[config.mk]
export PLATFORM = sky130hd
export DESIGN_NAME = controle_memoria_tiro
export DESIGN_NICKNAME = d
export VERILOG_FILES = /design/src/rtl/controle_memoria_tiro.sv
export SDC_FILE = /design/constraint.sdc
export NUM_CORES = 1
export LEC_CHECK = 0
export CAP_MARGIN = 20
export CORE_MARGIN = 1
export CORE_UTILIZATION = 30
export CTS_CLUSTER_DIAMETER = 150
export DETAILED_ROUTE_END_ITERATION = 16
export PLACE_DENSITY = 0.5
export SETUP_SLACK_MARGIN = 0.02
export SYNTH_ARGS = -nofsm -noshare
export SYNTH_HDL_FRONTEND = slang
export SYNTH_SLANG_ARGS = --single-unit
[constraint.sdc]
create_clock -name clk -period 2.6 [get_ports clk]
set_input_delay 0.26 -clock clk [delete_from_list [all_inputs] [get_ports clk]]
set_output_delay 0.26 -clock clk [all_outputs]
set_load 0.05 [all_outputs]
[src/rtl/controle_memoria_tiro.sv]
// rtl/controle_memoria_tiro.sv - sequencer/arbiter for the 16x10 shot memory
// Serialises clear-all, per-frame movement sweep and shot spawn onto one RAM port.
module controle_memoria_tiro (
  input  logic       clk,
  input  logic       reset_n,
  input  logic       tick,
  input  logic       disparo,
  input  logic [3:0] disparo_x,
  input  logic [3:0] disparo_y,
  input  logic [1:0] disparo_dir,
  input  logic       limpar,
  input  logic [9:0] mem_q,
  output logic       mem_we,
  output logic [3:0] mem_addr,
  output logic [9:0] mem_data,
  output logic       ocupado,
  output logic       pronto,
  output logic       disparo_aceito,
  output logic       disparo_rejeitado,
  output logic [4:0] num_tiros
);

  typedef enum logic [2:0] {LIMPA, OCIOSO, LE, AVALIA, FIM} estado_t;

  estado_t    r_estado;
  logic [3:0] r_i;
  logic       r_op_tick;
  logic       r_limpar_p;
  logic       r_tick_p;
  logic       r_disp_p;
  logic [9:0] r_disp_ent;
  logic [9:0] r_ent;
  logic [4:0] r_cnt;
  logic [4:0] r_num;
  logic       r_mem_we;
  logic [3:0] r_mem_addr;
  logic       r_pronto;
  logic       r_aceito;
  logic       r_rejeitado;

  logic [9:0] w_disp_ent;
  logic       w_disp_novo;
  logic       w_disp_rej;
  logic       w_ef_limpar;
  logic       w_ef_tick;
  logic       w_ef_disp;
  logic [3:0] w_q_x;
  logic [3:0] w_q_y;
  logic [1:0] w_q_dir;
  logic       w_livre;
  logic       w_mov_we;
  logic       w_mov_vivo;
  logic [9:0] w_mov_data;
  logic       w_we_av;
  logic [9:0] w_wdata;

  assign w_disp_ent  = {disparo_x, disparo_y, disparo_dir};
  assign w_disp_novo = disparo && (disparo_dir != 2'b00) && !r_disp_p;
  assign w_disp_rej  = disparo && ((disparo_dir == 2'b00) || r_disp_p);
  assign w_ef_limpar = r_limpar_p | limpar;
  assign w_ef_tick   = r_tick_p | tick;
  assign w_ef_disp   = r_disp_p | w_disp_novo;

  assign w_q_x   = mem_q[9:6];
  assign w_q_y   = mem_q[5:2];
  assign w_q_dir = mem_q[1:0];
  assign w_livre = (w_q_dir == 2'b00);

  // Movement of the entry currently on mem_q; a shot leaving the field is erased.
  always_comb begin
    w_mov_we   = 1'b0;
    w_mov_vivo = 1'b0;
    w_mov_data = 10'd0;
    case (w_q_dir)
      2'b01: begin
        w_mov_we = 1'b1;
        if (w_q_y != 4'd0) begin
          w_mov_data = {w_q_x, w_q_y - 4'd1, w_q_dir};
          w_mov_vivo = 1'b1;
        end
      end
      2'b10: begin
        w_mov_we = 1'b1;
        if (w_q_x != 4'd0) begin
          w_mov_data = {w_q_x - 4'd1, w_q_y, w_q_dir};
          w_mov_vivo = 1'b1;
        end
      end
      2'b11: begin
        w_mov_we = 1'b1;
        if (w_q_x != 4'd15) begin
          w_mov_data = {w_q_x + 4'd1, w_q_y, w_q_dir};
          w_mov_vivo = 1'b1;
        end
      end
      default: ;
    endcase
  end

  // Read data only exists during AVALIA, so the write-back is steered from mem_q
  // in that same cycle to commit on the edge that closes it.
  assign w_we_av = (r_estado == AVALIA) && (r_op_tick ? w_mov_we : w_livre);
  assign w_wdata = r_op_tick ? w_mov_data : r_ent;

  assign mem_we            = (r_estado == AVALIA) ? w_we_av : r_mem_we;
  assign mem_addr          = r_mem_addr;
  assign mem_data          = w_we_av ? w_wdata : 10'd0;
  assign ocupado           = (r_estado != OCIOSO);
  assign pronto            = r_pronto;
  assign disparo_aceito    = r_aceito;
  assign disparo_rejeitado = r_rejeitado;
  assign num_tiros         = r_num;

  always_ff @(posedge clk or negedge reset_n) begin
    if (!reset_n) begin
      r_estado    <= LIMPA;
      r_i         <= 4'd0;
      r_op_tick   <= 1'b0;
      r_limpar_p  <= 1'b0;
      r_tick_p    <= 1'b0;
      r_disp_p    <= 1'b0;
      r_disp_ent  <= 10'd0;
      r_ent       <= 10'd0;
      r_cnt       <= 5'd0;
      r_num       <= 5'd0;
      r_mem_we    <= 1'b1;
      r_mem_addr  <= 4'd0;
      r_pronto    <= 1'b0;
      r_aceito    <= 1'b0;
      r_rejeitado <= 1'b0;
    end else begin
      r_pronto    <= 1'b0;
      r_aceito    <= 1'b0;
      r_rejeitado <= w_disp_rej;

      if (r_estado == LIMPA || r_estado == LE || r_estado == AVALIA) begin
        if (limpar) r_limpar_p <= 1'b1;
        if (tick)   r_tick_p   <= 1'b1;
        if (w_disp_novo) begin
          r_disp_p   <= 1'b1;
          r_disp_ent <= w_disp_ent;
        end
      end

      case (r_estado)
        LIMPA: begin
          if (r_i == 4'd15) begin
            r_estado   <= OCIOSO;
            r_i        <= 4'd0;
            r_mem_we   <= 1'b0;
            r_mem_addr <= 4'd0;
            r_num      <= 5'd0;
          end else begin
            r_i        <= r_i + 4'd1;
            r_mem_addr <= r_i + 4'd1;
          end
        end

        LE: r_estado <= AVALIA;

        AVALIA: begin
          if (r_op_tick) begin
            if (w_mov_vivo) r_cnt <= r_cnt + 5'd1;
            if (r_i == 4'd15) begin
              r_estado <= FIM;
              r_pronto <= 1'b1;
            end else begin
              r_estado   <= LE;
              r_i        <= r_i + 4'd1;
              r_mem_addr <= r_i + 4'd1;
            end
          end else if (w_livre) begin
            r_estado <= FIM;
            r_aceito <= 1'b1;
          end else if (r_i == 4'd15) begin
            r_estado    <= FIM;
            r_rejeitado <= 1'b1;
          end else begin
            r_estado   <= LE;
            r_i        <= r_i + 4'd1;
            r_mem_addr <= r_i + 4'd1;
          end
        end

        OCIOSO, FIM: begin
          if (r_estado == FIM) begin
            if (r_op_tick)     r_num <= r_cnt;
            else if (r_aceito) r_num <= r_num + 5'd1;
          end
          // Fresh requests and pending ones compete with the same priority.
          if (w_ef_limpar) begin
            r_estado    <= LIMPA;
            r_i         <= 4'd0;
            r_mem_addr  <= 4'd0;
            r_mem_we    <= 1'b1;
            r_limpar_p  <= 1'b0;
            r_tick_p    <= 1'b0;
            r_disp_p    <= 1'b0;
            r_rejeitado <= w_disp_rej | w_ef_disp;
          end else if (w_ef_tick) begin
            r_estado   <= LE;
            r_op_tick  <= 1'b1;
            r_i        <= 4'd0;
            r_mem_addr <= 4'd0;
            r_cnt      <= 5'd0;
            r_tick_p   <= 1'b0;
            if (w_disp_novo) begin
              r_disp_p   <= 1'b1;
              r_disp_ent <= w_disp_ent;
            end
          end else if (w_ef_disp) begin
            r_estado   <= LE;
            r_op_tick  <= 1'b0;
            r_i        <= 4'd0;
            r_mem_addr <= 4'd0;
            r_ent      <= r_disp_p ? r_disp_ent : w_disp_ent;
            r_disp_p   <= 1'b0;
          end else begin
            r_estado <= OCIOSO;
          end
        end

        default: r_estado <= LIMPA;
      endcase
    end
  end

endmodule

### Word level (Yosys, flattened, before mapping)

Index checks and enable logic that the tools add are counted.

* bitwise operators: 6
* equality and inequality tests: 20
* add/sub/neg operators: 6
* muxes and demuxes: 82
* reductions and logical operators: 26

Operators by type and width (number)
* two-way mux 10 bit: 12
* two-way mux 4 bit: 10
* two-way mux 5 bit: 8
* two-way mux 1 bit: 36
* one-hot mux 10 bit (3 select lines): 1
* one-hot mux 4 bit (3 select lines): 2
* one-hot mux 5 bit (2 select lines): 2
* two-way mux 3 bit: 4
* != test 2 bit, second input constant: 6
* one-hot mux 3 bit (4 select lines): 1
* adder 5 x 1 -> 5 bit, second input constant: 2
* AND reduction 3 bit: 3
* adder 4 x 1 -> 4 bit, second input constant: 2
* != test 4 bit, second input constant: 2
* AND reduction 4 bit: 2
* nonzero test 2 bit: 4
* nonzero test 4 bit: 2
* subtractor 4 x 1 -> 4 bit, second input constant: 2
* == test 3 x 2 -> 1 bit, second input constant: 2
* two-way mux 2 bit: 3
* != test 3 bit, second input constant: 2
* AND reduction 5 bit: 1
* == test 2 bit, second input constant: 2
* == test 4 bit, second input constant: 1
* other kinds (17): 28

* output and inout port bits: 24
* register bits after elaboration: 49
* bits of input ports: 25
* logic and storage cells: 155

### Logic depth before layout (Yosys ltp)

Gate-level depths: netlist of run 1.

* word-level depth: 9
* depth in mapped cells: 8
* gate-level depth less buffers: 7

### Worst setup path before layout of run 1

OpenSTA, ideal clock, no wires.

* path kind: input to output
* start: input mem_q[2]
* end: output mem_data[7]
* data arrival time: 2208 ps
* stages on the path: 8
* path slack: 132 ps
* data required time: 2340 ps
* path buffers: 1
* cells stage by stage: inv_1 -> ha_1 -> inv_1 -> o311ai_1 -> clkbuf_1 -> o22ai_1 -> a31oi_1 -> o21ai_0

* cells in the longest elaborated chain, start to end: 5

RTL lines
* from (decl): line 12 `input logic [9:0] mem_q,`
* nonzero test 4 bit: line 77 `if (w_q_y != 4'd0) begin`
* two-way mux 10 bit: line 77
* one-hot mux 10 bit (3 select lines): line 74 `case (w_q_dir)`
* two-way mux 10 bit: line 103 `assign w_wdata = r_op_tick ? w_mov_data : r_ent;`
* two-way mux 10 bit: line 107 `assign mem_data = w_we_av ? w_wdata : 10'd0;`
* to (decl): line 15 `output logic [9:0] mem_data,`

Every way passes these cells.

### Worst setup path after layout of run 1

* start: input mem_q[6]
* end: output mem_data[9]

* cells in the longest elaborated chain, start to end: 5
* elaborated cells on any way between the ends: 9

RTL lines
* adder 4 x 1 -> 4 bit (tied with other cells): line 92 `w_mov_data = {w_q_x + 4'd1, w_q_y, w_q_dir};`
* two-way mux 10 bit (on tied branches): line 91, 84
* one-hot mux 10 bit (3 select lines) (*): line 74
* two-way mux 10 bit (*): line 103
* two-way mux 10 bit (*): line 107

Mark *: on every way between the ends. The rest lies on a longest branch, timed or not.

==> impl_metrics.tcl, run 1 <==
set metrics [dict create \
    via_per_inst 5.19 \
    ys_ff_latch 45 \
    worstSetupPathType "in -> out" \
    clock_sink_count 45 \
    place.gp.congestion 0.810 \
    num_rows 34 \
    globalRouteOverflowTotal 0 \
    cts_tree "done" \
    holdCritPathClass "in -> async" \
    endpoint_kind "output port" \
    dpl.hpwl_mm 5.11 \
    ys_seq_area_share_pct 42.1 \
    clk-insertion-delay-late_ns 0.30 \
    cpPeakStageDelay_ns 0.47 \
    synthXorXnorAreaFrac_pct 1.59 \
    drtIter0Drc 86 \
    power_density_nw_per_um2 820 \
    status "completed" \
    start_util_pct 30.9 \
    dieArea_sq_um 9310 \
    slew_viol_final 0 \
    tns_ns 0 \
    crit_chain "clkdlybuf4s50_1 -> inv_2 -> ha_1 -> or3b_4 -> nand3b_1 -> nor3_1 -> a211oi_1 -> a21oi_1 -> buf_4" \
    dr_total_vias 2422 \
    p_leak_uw 0.00147 \
    synth_cells 297 \
    die_w_um 96.5 \
    utilization_pct 40.1 \
    fin_crit_sh_pct 95.8 \
    post_drt_wl_per_cell_um 14.5 \
    synthToLayoutAreaGrowth_pct 29.8 \
    synth_area_per_cell_sq_um 9.02 \
    synth_top_family_by_area "compound AO/OA/AOI/OAI gates" \
    die_y_um 96.5 \
    nets 390 \
    worst_slew_pin_slew_ns 0.746 \
    synth_area_sq_um 2680 \
    fill_cells 880 \
    clkSlewWorstSetupHoldPaths_ns 0.09 \
    synth-compound-area-share_pct 22.9 \
    io-pin-count 49 \
    cap_violations 0 \
    synth-adder-area-share_pct 3.27 \
    crit_slowest_cell "clkdlybuf4s50_1" \
    setup_viol 0 \
    yosys.area_share.simple_pct 17.9 \
    numPortBuffers 48 \
    clock_path_buffers 2 \
    synth_mux_area_share_pct 8.27 \
    slew_headroom_pct 49.8 \
    cts-root-buf "clkbuf_8" \
    holdWs_ns 0.400 \
    ir_worst_vdd_v 0.000311 \
    grt_pass1_vias 2404 \
    grt_antenna_before_repair 0 \
    critPathMaxFanout 5 \
    h-tree-depth 2 \
    regArea_sq_um 1130 \
    grt.total_usage_pct 15.9 \
    synth_area_leader_cell "dfrtp_1" \
    crit_path_start_kind "primary input" \
    multi_input_comb_area_sq_um 1470 \
    max_freq_mhz 402 \
    async_flop_share_pct 100 \
    arrival_ns 2.23 \
    ant_nets 0 \
    synth.area.top_cells "dfrtp_1, o21ai_0, mux2i_1, nand2_1, a21oi_1" \
    yosys_warnings 0 \
    drive_above_1_share_pct 17.5 \
    drt_pass1_iterations 4 \
    skew_ns 0.00790 \
    postCtsSetupBuffers 0 \
    final_hold_viol_count 0 \
    drt_wl_total_mm 6.79 \
    synthFlopType "dfrtp_1" \
    synth_edf_count 0 \
    drc_errors 0 \
    synth_top_area_share_pct 41.1 \
    grt_pass1_wl_mm 11.3 \
    syn_nets 329 \
    worst_ep_required_time_ns 2.34 \
    diodes 0 \
    rsz0062_at_grt "yes" \
    post-route-min-period_ns 2.49 \
    grt_start_max_net_pins 31 \
    cts_buffers 5 \
    ys_types 50 \
    coreArea_sq_um 8680 \
]
==> cell families after synthesis <==
kind of cell             after synthesis
AND/OR/NAND/NOR                       99
AO/OA/AOI/OAI                         95
flip-flops                            45
buffers and inverters                 26
multiplexers                          21
adder cells (fa/ha/maj)                7
XOR/XNOR                               4
==> power by group <==
part           switching (uW)  total [uW]  internal (uW)
clock                     254         445            191
sequential                153        1050            901
combinational             794        1350            555
total                    1200        2850           1650
==> layout make-up <==
class                           count  area share [%]
Timing Repair Buffer               68            17.6
Clock buffer                        5            1.98
Tap cell                          108            3.89
Multi-Input combinational cell    226            42.2
Clock inverter                      3           0.612
Sequential cell                    45            32.4
Inverter                           12            1.30
==> per-stage QoR <==
stage                     cells  total power, uW  cell area (sq um)  setup WS, ns
after floorplan             297             1970               2680         0.132
after global placement      458             2400               3350         0.130
after detailed placement    458             2420               3350         0.131
after CTS                   467             2870               3450         0.117
after global routing        467             3080               3480        0.0124
final                       467             2850               3480         0.110
==> repair_timing <==
action	CTS	global route
hold endpoints to repair	15	0
gates resized for setup	0	7
hold buffers	1	0
setup endpoints to repair	0	6
==> synthesized netlist by cell type, types with 2 or more instances <==
| master | n |
|---|---|
| a211oi_1 | 4 |
| or3_1 | 4 |
| inv_1 | 11 |
| o22ai_1 | 4 |
| o21ai_0 | 33 |
| a22o_1 | 3 |
| o211ai_1 | 3 |
| nor2_2 | 2 |
| nand4_1 | 2 |
| o21a_1 | 2 |
| nor3_1 | 7 |
| a31oi_1 | 4 |
| nand3_1 | 12 |
| buf_2 | 3 |
| xnor2_1 | 3 |
| clkbuf_1 | 10 |
| a21o_1 | 2 |
| mux2_2 | 9 |
| or2_2 | 2 |
| a21oi_1 | 21 |
| o31ai_1 | 3 |
| and3_1 | 3 |
| a32o_1 | 3 |
| nand3b_1 | 3 |
| or4_1 | 3 |
| dfrtp_1 | 44 |
| a22oi_1 | 3 |
| nor2_1 | 22 |
| o211ai_2 | 2 |
| ha_1 | 7 |
| nand2_1 | 32 |
| mux2i_1 | 12 |
| o2111ai_1 | 2 |
==> path summary, 6_finish.rpt <==
path | startpoint | endpoint | slack (ns) | depth (start not counted)
min | reset_n | disparo_rejeitado | 0.40 | 2
max | mem_q[6] | mem_data[9] | 0.11 | 9
min in group clk | r_ent[7] | r_ent[7] | 0.49 | 2
max in group asynchronous | reset_n | r_mem_we | 1.45 | 3
max reg2reg | r_i[0] | num_tiros[2] | 0.59 | 6
min reg2reg | r_ent[7] | r_ent[7] | 0.49 | 2
==> state kept, by name, indices dropped and copies added (netlist names) <==
signal,flops
disparo_aceito,1
disparo_rejeitado,1
num_tiros,5
pronto,1
r_cnt,5
r_disp_ent,10
r_disp_p,1
r_ent,10
r_estado,3
r_i,4
r_limpar_p,1
r_mem_we,1
r_op_tick,1
r_tick_p,1
==> per-layer routing <==
| metal | share of wire [%] | wire length [um] | global-route usage [%] |
|---|---|---|---|
| met5 | 0 | 0 | 0 |
| met4 | 1.0 | 68 | 4.41 |
| met3 | 5.0 | 339 | 3.44 |
| met2 | 46 | 3160 | 26.9 |
| met1 | 48 | 3230 | 20.3 |
==> cells in the final DEF, fill, tap and decap left out, drive strengths merged, types with 8 or more instances in the layout <==
cell	n
nor3	8
nor2	24
buf	31
dfrtp	44
a21oi	21
inv	13
mux2	9
nand2	32
nand3	12
o21ai	33
mux2i	12
clkdlybuf4s50	36
==> critical path, delay by kind of cell <==
family,cells,cell delay [ns]
adders and majority gates,1,0.15
AOI/OAI and AO/OA,2,0.37
and+or+nand+nor,3,0.68
buffers and inverters,3,0.77
No activity file was read; power rests on OpenSTA's default activity.
==> inputs of run 2 (changes only) <==
--- a/config.mk
+++ b/config.mk
@@ -12,6 +12,7 @@
 export DETAILED_ROUTE_END_ITERATION = 16
 export PLACE_DENSITY = 0.5
 export SETUP_SLACK_MARGIN = 0.02
+export SLEW_MARGIN = 20
 export SYNTH_ARGS = -nofsm -noshare
 export SYNTH_HDL_FRONTEND = slang
 export SYNTH_SLANG_ARGS = --single-unit
==> results of run 2 <==
No change in the layout: final DEF, timing and power equal those of run 1.
==> inputs of run 3 (changes only) <==
--- a/config.mk
+++ b/config.mk
@@ -11,6 +11,7 @@
 export CTS_CLUSTER_DIAMETER = 150
 export DETAILED_ROUTE_END_ITERATION = 16
 export PLACE_DENSITY = 0.5
+export REMOVE_ABC_BUFFERS = 1
 export SETUP_SLACK_MARGIN = 0.02
 export SLEW_MARGIN = 20
 export SYNTH_ARGS = -nofsm -noshare
==> impl_metrics.tcl, run 3 (synthesis results as in run 1) <==
set metrics [dict create \
    worst_slew_pin_slew_ns 0.623 \
    worst_slack_ns 0.108 \
    crit_buf_inv 3 \
    p_sw_uw 1210 \
    utilization_pct 40.0 \
    diodes 0 \
    worst_ep_required_time_ns 2.34 \
    via_per_inst 5.14 \
    finalNonFillerCells 468 \
    rsz0062_at_grt "yes" \
    combPwrFrac_pct 46.9 \
    clk-insertion-delay-late_ns 0.31 \
    ant_nets 0 \
    critPathMaxFanout 7 \
    skew_ns 0.0166 \
    cap_violations 0 \
    p_leak_uw 0.00147 \
    status "completed" \
    crit_slowest_cell "clkdlybuf4s50_1" \
    final_common_cell "dfrtp_1" \
    grt_pass1_vias 2389 \
    post-place-cells 460 \
    dpl.hpwl_mm 5.14 \
    cp_top_family "buffers and inverters" \
    grt_pass1_wl_mm 11.8 \
    cpPeakStageDelay_ns 0.43 \
    drc_errors 0 \
    pre_cts_ws_ns 0.129 \
    postCtsSetupBuffers 0 \
    grt_antenna_before_repair 0 \
    slew_headroom_pct 58.4 \
    dr_total_vias 2405 \
    max_freq_mhz 401 \
    drtIter0Drc 71 \
    endpoint_kind "output port" \
    grt_start_max_net_pins 46 \
    clockPowerShare_pct 15.8 \
    crit_path_start_kind "primary input" \
    largestRegisters "r_disp_ent (10), r_ent (10)" \
    h-tree-depth 2 \
    arrival_ns 2.23 \
    slew_viol_final 0 \
    cts_tree "done" \
    num_rows 34 \
    fill_cells 935 \
    die_y_um 96.5 \
    cts_buffers 5 \
    drt_pass1_iterations 4 \
    die_w_um 96.5 \
    coreArea_sq_um 8680 \
    globalRouteOverflowTotal 0 \
    dieArea_sq_um 9310 \
    setup_viol 0 \
    grt.total_usage_pct 16.6 \
    clock_path_buffers 2 \
    numPortBuffers 48 \
    final_cell_mix "dfrtp_1, clkdlybuf4s50_1, o21ai_0, nand2_1, buf_4" \
    power_density_nw_per_um2 824 \
    holdCritPathClass "in -> async" \
    power_frac_seq_pct 37.3 \
    ir_worst_vdd_v 0.000312 \
    drt_wl_total_mm 7.04 \
    sw_frac_of_total_pct 42.3 \
    clkSlewWorstSetupHoldPaths_ns 0.08 \
    synthToLayoutAreaGrowth_pct 29.5 \
    drive_above_1_share_pct 16.7 \
    fin_crit_sh_pct 95.9 \
    p_int_uw 1650 \
    start_util_pct 30.9 \
    power.total_uw 2860 \
    clock_sink_count 45 \
    crit_chain "clkdlybuf4s50_1 -> inv_1 -> ha_1 -> or3b_1 -> o211ai_4 -> o21ai_0 -> a31oi_1 -> nand2_1 -> buf_4" \
    worstSetupPathType "in -> out" \
    io-pin-count 49 \
    post-route-min-period_ns 2.49 \
    cts-root-buf "clkbuf_8" \
    nets 391 \
    final_hold_viol_count 0 \
    place.gp.congestion 0.815 \
    post_drt_wl_per_cell_um 15.0 \
]
==> run 3: cell count changes in the layout (fill, tap and decap cells not counted), sizes merged <==
cell | previous run | this run
clkinvlp | 1 | 2
inv | 13 | 12
clkinv | 1 | 0
clkbuf | 5 | 6
dlygate4sd3 | 1 | 0
buf | 31 | 33
==> run 3: power by group through the flow <==
stage          Clock [uW]  Combinational (uW)  Sequential [uW]
2_1_floorplan           0                 660             1260
3_3_place_gp            0                1330             1080
6_report              452                1340             1070
3_5_place_dp            0                1350             1080
4_1_cts               470                1350             1070
5_1_grt               502                1490             1100
==> run 3: timing repair <==
item / CTS / global route
endpoints found under the setup margin: 0 / 3
resized for setup: 0 / 2
hold buffers: 0 / 0
==> run 3: final cells by class <==
| class | count | area [sq um] | share of cell area [%] |
|---|---|---|---|
| flip-flops and latches | 45 | 1130 | 32.5 |
| clock inverters | 2 | 15.0 | 0.433 |
| inverters | 12 | 45.0 | 1.30 |
| clock buffers | 6 | 72.6 | 2.09 |
| multi-input cells | 226 | 1460 | 42.0 |
| repair buffers | 69 | 618 | 17.8 |
| well taps | 108 | 135 | 3.90 |
==> run 3: final timing paths <==
kind / start / to / slack, ns / cells after the start
worst max-delay path: mem_q[6] / mem_data[4] / 0.11 / 9
worst min-delay path: reset_n / r_disp_ent[3] / 0.02 / 2
worst max register to register: r_estado[2] / r_ent[7] / 0.53 / 5
worst min register to register: r_ent[8] / r_ent[8] / 0.49 / 2
max in group asynchronous: reset_n / num_tiros[3] / 2.13 / 2
min in group clk: r_ent[8] / r_ent[8] / 0.49 / 2
==> run 3: per-layer routing <==
metal | global-route usage (%) | wire (um) | up-vias
li1 | - | - | 1222
met1 | 23.1 | 3560 | 1120
met2 | 26.2 | 3110 | 57
met3 | 3.44 | 304 | 6
met4 | 4.29 | 67 | 0
met5 | 0 | 0 | -
==> run 3: per-stage QoR <==
stage	hold WS, ns	setup TNS (ns)	instance area [sq um]
after global placement	0.404	0	3370
after floorplan	-0.0356	0	2610
final	0.0238	0	3470
after CTS	0.0635	0	3450
after global routing	0.0804	-0.00295	3470
after detailed placement	0.406	0	3370
